`config.mk`:
```
export PLATFORM = sky130hd
export DESIGN_NAME = ql_fifo_rd_ctrl
export DESIGN_NICKNAME = d
export VERILOG_FILES = /design/src/rtl/ql_ap3_pkg.sv /design/src/rtl/ql_skid_buf2.sv /design/src/rtl/ql_fifo_rd_ctrl.sv
export SDC_FILE = /design/constraint.sdc
export NUM_CORES = 1
export LEC_CHECK = 0
export BUFFER_PORTS_ARGS = -buffer_cell sky130_fd_sc_hd__clkbuf_2
export CORE_MARGIN = 2
export CORE_UTILIZATION = 48
export DETAILED_ROUTE_END_ITERATION = 8
export PLACE_DENSITY_LB_ADDON = 0.15
export SETUP_SLACK_MARGIN = 0.15
export SYNTH_ARGS = -nofsm -noshare
export SYNTH_HDL_FRONTEND = slang
export SYNTH_HIERARCHICAL = 1
export SYNTH_SLANG_ARGS = --single-unit
```
`constraint.sdc`:
```
create_clock -name clk -period 2.2 [get_ports clk]
set_input_delay 0.22 -clock clk [delete_from_list [all_inputs] [get_ports clk]]
set_output_delay 0.22 -clock clk [all_outputs]
set_load 0.1 [all_outputs]
```
`src/rtl/ql_ap3_pkg.sv`:
```
// Shared definitions for AP3 RAM FIFO-mode controllers:
// port-mode encodings, read-controller states and width mapping.
package ql_ap3_pkg;

    localparam logic [1:0] RMODE_32 = 2'b00;
    localparam logic [1:0] RMODE_16 = 2'b01;
    localparam logic [1:0] RMODE_8  = 2'b10;

    localparam logic [1:0] WMODE_32 = RMODE_32;
    localparam logic [1:0] WMODE_16 = RMODE_16;
    localparam logic [1:0] WMODE_8  = RMODE_8;

    typedef enum logic [1:0] {
        RUN   = 2'd0,
        FLUSH = 2'd1,
        DRAIN = 2'd2
    } rd_state_e;

    function automatic logic [1:0] width_to_mode(input int width);
        logic [1:0] mode;
        case (width)
            8:       mode = RMODE_8;
            16:      mode = RMODE_16;
            default: mode = RMODE_32;
        endcase
        return mode;
    endfunction

endpackage

```
`src/rtl/ql_skid_buf2.sv`:
```
// Two-entry FIFO buffer with push/pop/clear and occupancy;
// the head entry is always presented on rdata.
module ql_skid_buf2 #(
    parameter int W = 32
) (
    input  logic         clk,
    input  logic         rst,
    input  logic         clr,
    input  logic         push,
    input  logic [W-1:0] wdata,
    input  logic         pop,
    output logic [W-1:0] rdata,
    output logic [1:0]   occ
);

    logic [W-1:0] head_q, head_d;
    logic [W-1:0] tail_q, tail_d;
    logic [1:0]   occ_q, occ_d;
    logic [1:0]   occ_p;
    logic         pop_ok;

    always_comb begin
        head_d = head_q;
        tail_d = tail_q;
        pop_ok = pop & (occ_q != 2'd0);
        occ_p  = occ_q - {1'b0, pop_ok};
        if (pop_ok) begin
            head_d = tail_q;
        end
        occ_d = occ_p;
        // a push lands in the first free slot after the pop has shifted
        if (push && (occ_p != 2'd2)) begin
            if (occ_p == 2'd0) begin
                head_d = wdata;
            end else begin
                tail_d = wdata;
            end
            occ_d = occ_p + 2'd1;
        end
        if (clr) begin
            occ_d = 2'd0;
        end
    end

    always_ff @(posedge clk) begin
        if (rst) begin
            head_q <= '0;
            tail_q <= '0;
            occ_q  <= 2'd0;
        end else begin
            head_q <= head_d;
            tail_q <= tail_d;
            occ_q  <= occ_d;
        end
    end

    assign rdata = head_q;
    assign occ   = occ_q;

endmodule

```
`src/rtl/ql_fifo_rd_ctrl.sv`:
```
// AP3 RAM FIFO-mode read controller: REN credit logic, skid buffer, flush.
// Define QL_FIFO_RD_CNT_EN to enable the delivered-word counter rd_cnt.
module ql_fifo_rd_ctrl
    import ql_ap3_pkg::*;
#(
    parameter int DATA_WIDTH = 32,
    parameter int CNT_WIDTH  = 16
) (
    input  logic                  clk,
    input  logic                  rst,
    input  logic [31:0]           fifo_rdata,
    input  logic                  fifo_empty,
    output logic                  fifo_ren,
    output logic [1:0]            fifo_rmode,
    output logic                  fifo_flush,
    input  logic                  flush_req,
    output logic [DATA_WIDTH-1:0] m_data,
    output logic                  m_valid,
    input  logic                  m_ready,
    output logic                  busy,
    output logic [1:0]            occ,
    output logic [CNT_WIDTH-1:0]  rd_cnt
);

    rd_state_e state_q, state_d;
    logic      inflight_q, inflight_d;
    logic      pop;
    logic      push;
    logic      clr;
    logic [1:0] occ_w;
    logic [2:0] credit;

    assign fifo_rmode = width_to_mode(DATA_WIDTH);
    assign m_valid    = (occ_w != 2'd0);
    assign pop        = m_valid & m_ready;
    assign occ        = occ_w;
    assign credit     = {1'b0, occ_w} + {2'b0, inflight_q} - {2'b0, pop};

    always_comb begin
        state_d    = state_q;
        fifo_ren   = 1'b0;
        fifo_flush = 1'b0;
        busy       = 1'b0;
        clr        = 1'b0;
        push       = 1'b0;
        unique case (state_q)
            RUN: begin
                fifo_ren = ~rst & ~fifo_empty & (credit < 3'd2);
                push     = inflight_q;
                // a word returning on the flush entry edge is discarded
                if (flush_req) begin
                    state_d = FLUSH;
                    clr     = 1'b1;
                    push    = 1'b0;
                end
            end
            FLUSH: begin
                fifo_flush = 1'b1;
                busy       = 1'b1;
                state_d    = DRAIN;
            end
            DRAIN: begin
                busy    = 1'b1;
                state_d = RUN;
            end
            default: begin
                state_d = RUN;
            end
        endcase
        inflight_d = fifo_ren;
    end

    always_ff @(posedge clk) begin
        if (rst) begin
            state_q    <= RUN;
            inflight_q <= 1'b0;
        end else begin
            state_q    <= state_d;
            inflight_q <= inflight_d;
        end
    end

    ql_skid_buf2 #(
        .W(DATA_WIDTH)
    ) u_skid (
        .clk   (clk),
        .rst   (rst),
        .clr   (clr),
        .push  (push),
        .wdata (fifo_rdata[DATA_WIDTH-1:0]),
        .pop   (pop),
        .rdata (m_data),
        .occ   (occ_w)
    );

`ifdef QL_FIFO_RD_CNT_EN
    logic [CNT_WIDTH-1:0] rd_cnt_q, rd_cnt_d;

    always_comb begin
        rd_cnt_d = rd_cnt_q;
        if (clr) begin
            rd_cnt_d = '0;
        end else if (pop) begin
            rd_cnt_d = rd_cnt_q + CNT_WIDTH'(1);
        end
    end

    always_ff @(posedge clk) begin
        if (rst) begin
            rd_cnt_q <= '0;
        end else begin
            rd_cnt_q <= rd_cnt_d;
        end
    end

    assign rd_cnt = rd_cnt_q;
`else
    assign rd_cnt = '0;
`endif

endmodule
```
==> impl_metrics.ini <==
[outcome]
status = complete, but fails checks
violations = setup timing

[power]
p_switching_mw = 1.04
p_per_area_nw_per_um2 = 706
p_total_mw = 2.96
leakage_nw = 1.57
peakVddDrop_mv = 0.350
internal_power_mw = 1.91
power.clock.fraction_pct = 32.1
combPwrFrac_pct = 23.9
swShare_pct = 35.3
power_frac_seq_pct = 44.1

[yosys]
yosysUniqueCellTypes = 31
syn_inst = 382
synth_top_family_by_area = simple AND/OR/NAND/NOR gates
netlist_top_cells_area = dfxtp_1 (39%), a311oi_2 (12%), nand2b_1 (12%), mux2i_1 (9.2%), nand2_1 (6.8%)
synth_simple_gate_area_share_pct = 26.2
synth_edf_count = 0
yosysTopAreaCell = dfxtp_1
synth_flop_cell = dfxtp_1
netlist.area_leader.share_pct = 38.7
async_flop_share_pct = 0
synth_xor_xnor_area_share_pct = 0.245
syn_area_um2 = 3570
synthMuxAreaShare_pct = 9.24
synthAdderAreaFrac_pct = 1.61
synth_compound_area_share_pct = 14.3
ys_seq_elements = 69
ys_warn_count = 6
syn_area_per_cell_um2 = 9.35
yosysSeqAreaShare_pct = 38.7

[timing]
period_share_pct = 121
rsz0062_at_grt = yes
timing.final.ws_setup_ns = -0.454
hold_viol = 0
slew_violations = 0
fin_crit_ns = 2.65
fin_skew_ns = 0.00311
finalSetupViolCount = 1
relSlewSlack_pct = 42.7
fin_hold_ws_ns = 0.103
fmax_mhz = 377
tightest_slew_ns = 0.860

[critical_path]
path_delay_family = simple AND/OR/NAND/NOR gates
critPathSlowestCell = dfxtp_4
endpoint = fifo_ren
crit_buf_inv = 1
start_kind = flop
cpPeakStageDelay_ns = 0.34
crit_fanout = 2
crit_chain = or2_4, and2_4, ha_4, nand2b_4, fa_2, xor2_2, nor4b_4, buf_12
reg2reg_from = u_skid/occ[1]
worstPathRequired_ns = 1.98
cp_num_cells = 8
crit_path_start = u_skid/occ[1]
reg2reg_depth = 7
worstReg2RegEnd = inflight_q
rrSetupSlack_ns = 0.23
critPathKind = flop to output port
crit_arrival_ns = 2.43
end_kind = output port

[grt]
grt_first_pass_wirelength_um = 12700
grt_pass1_vias = 2688
grt_max_degree = 40
antenna_found_initial = 0
track_usage_pct = 19.2
grt.overflow.total = 0

[routing]
wl_met3_um = 400
wl_met1_um = 3660
highest_layer = met4
dr.pass1.iters = 4
wl_per_cell_um = 14.0
dr_wl_met2_um = 3570
vias = 2779
ant_nets = 0
viasPerCell = 5.06
wirelength_um = 7690
drt_iter0_markers = 92
drc = 0

[cts]
post-cts-setup-buffers = 0
cts_buffer_depth = 2
clock_tree.root_cell = clkbuf_8
clk_pin_slew_ns = 0.07
cts_tree = built
clock-sinks = 69
holdBufCountCts = 0
insertion_delay_ns = 0.34
cts_max_level = 3
cts_buffers = 9

[floorplanning]
core_um2 = 7210
die_h_um = 90.3
die_area_um2 = 8150
rows = 31
die_w_um = 90.3
ios = 93
start_util_pct = 49.5

[worst_hold_path]
hold_class = input port to flop
hold_path_depth = 2

[place]
dp_hpwl_um = 5010
gp_congestion = 0.711
io_buffers = 74
dpl_cell_area_um2 = 4010
placed_cells = 536

[cells_and_area]
fillers = 690
drive_gt1_share_pct = 32.7
final_common_cell = clkbuf_2
register_area_um2 = 1390
instances_no_fill = 549
multi_input_area_um2 = 1980
diodes = 0
nets = 489
layout_common_cells = clkbuf_2 (72), nand2b_1 (68), dfxtp_1 (67)
design_area_um2 = 4190
area_delta_synth_final_pct = 17.2

[flow_run]
max_cap_viol_count = 0
-- worst reg2reg max path, delay by kind of cell, from the launching register on --
| family | cells | cell delay, ns |
|---|---|---|
| simple gates | 4 | 0.82 |
| xor+xnor | 1 | 0.17 |
| fa+ha+maj | 2 | 0.54 |
| flops | 1 | 0.34 |
-- worst min-delay path by stage --
stage | slack, ns | startpoint | to
CTS | 0.09 | fifo_empty | inflight_q
global route | 0.09 | fifo_empty | inflight_q
floorplan | 0.30 | fifo_empty | inflight_q
finish | 0.10 | fifo_empty | inflight_q
detailed placement | 0.45 | fifo_empty | inflight_q
global placement | 0.45 | fifo_empty | inflight_q
-- metal layers --
layer	global-route usage (%)	up-vias
met2	31.1	71
li1	-	1396
met3	5.09	6
met1	25.0	1306
met5	0	-
met4	5.90	0
-- cells by family (layout without fill, tap and decap cells) --
family	Yosys count	in the layout
other	1	18
AO/OA/AOI/OAI	39	39
flip-flops	69	69
buffers and inverters	54	105
adder cells (fa/ha/maj)	4	4
XOR/XNOR	1	1
AND/OR/NAND/NOR	181	181
multiplexers	33	33
-- stage by stage --
stage	worst slack (ns)	setup TNS, ns	util, %
after floorplan	-1.27	-1.54	-
after global placement	-0.168	-0.168	55.6
after detailed placement	-0.181	-0.181	55.6
after CTS	-0.483	-0.483	58.0
after global routing	-0.520	-0.520	58.1
final	-0.454	-0.454	58.1
-- state kept, by name, summed over array words and instances (netlist names) --
signal,count
u_skid/occ,2
u_skid/rdata,32
inflight_q,1
state_q,2
u_skid/tail_q,32
-- synthesized netlist by cell type, types with 2 or more instances --
| cell type | n |
|---|---|
| nand2_1 | 65 |
| mux2i_1 | 33 |
| dfxtp_1 | 69 |
| o21a_1 | 2 |
| a311oi_2 | 29 |
| and2_1 | 3 |
| ha_1 | 3 |
| nand2b_1 | 69 |
| nor4b_1 | 2 |
| buf_4 | 18 |
| inv_1 | 3 |
| nor2_1 | 2 |
| clkbuf_1 | 15 |
| nor3_1 | 32 |
| buf_6 | 8 |
| nor2b_1 | 3 |
| buf_2 | 10 |
| a311oi_1 | 3 |
-- final cells by class --
cell class,count,area share (%)
timing repair buffer,89,12.2
clock inverter,1,0.149
multi-input combinational,276,47.3
clock buffer,12,3.94
inverter,3,0.269
tap,99,2.96
sequential,69,33.2
-- power groups by stage --
stage	logic, mW	registers, mW	clock network, mW
after floorplan	0.394	1.56	0
after global placement	0.702	1.33	0
after detailed placement	0.705	1.33	0
after CTS	0.707	1.30	0.976
after global routing	0.737	1.31	1.03
final	0.705	1.30	0.949
-- timing repair --
action | CTS | global route
gates resized for setup | 0 | 2
pin swaps | 3 | 0
endpoints found under the setup margin | 1 | 51
No activity file was read; power rests on OpenSTA's default activity.
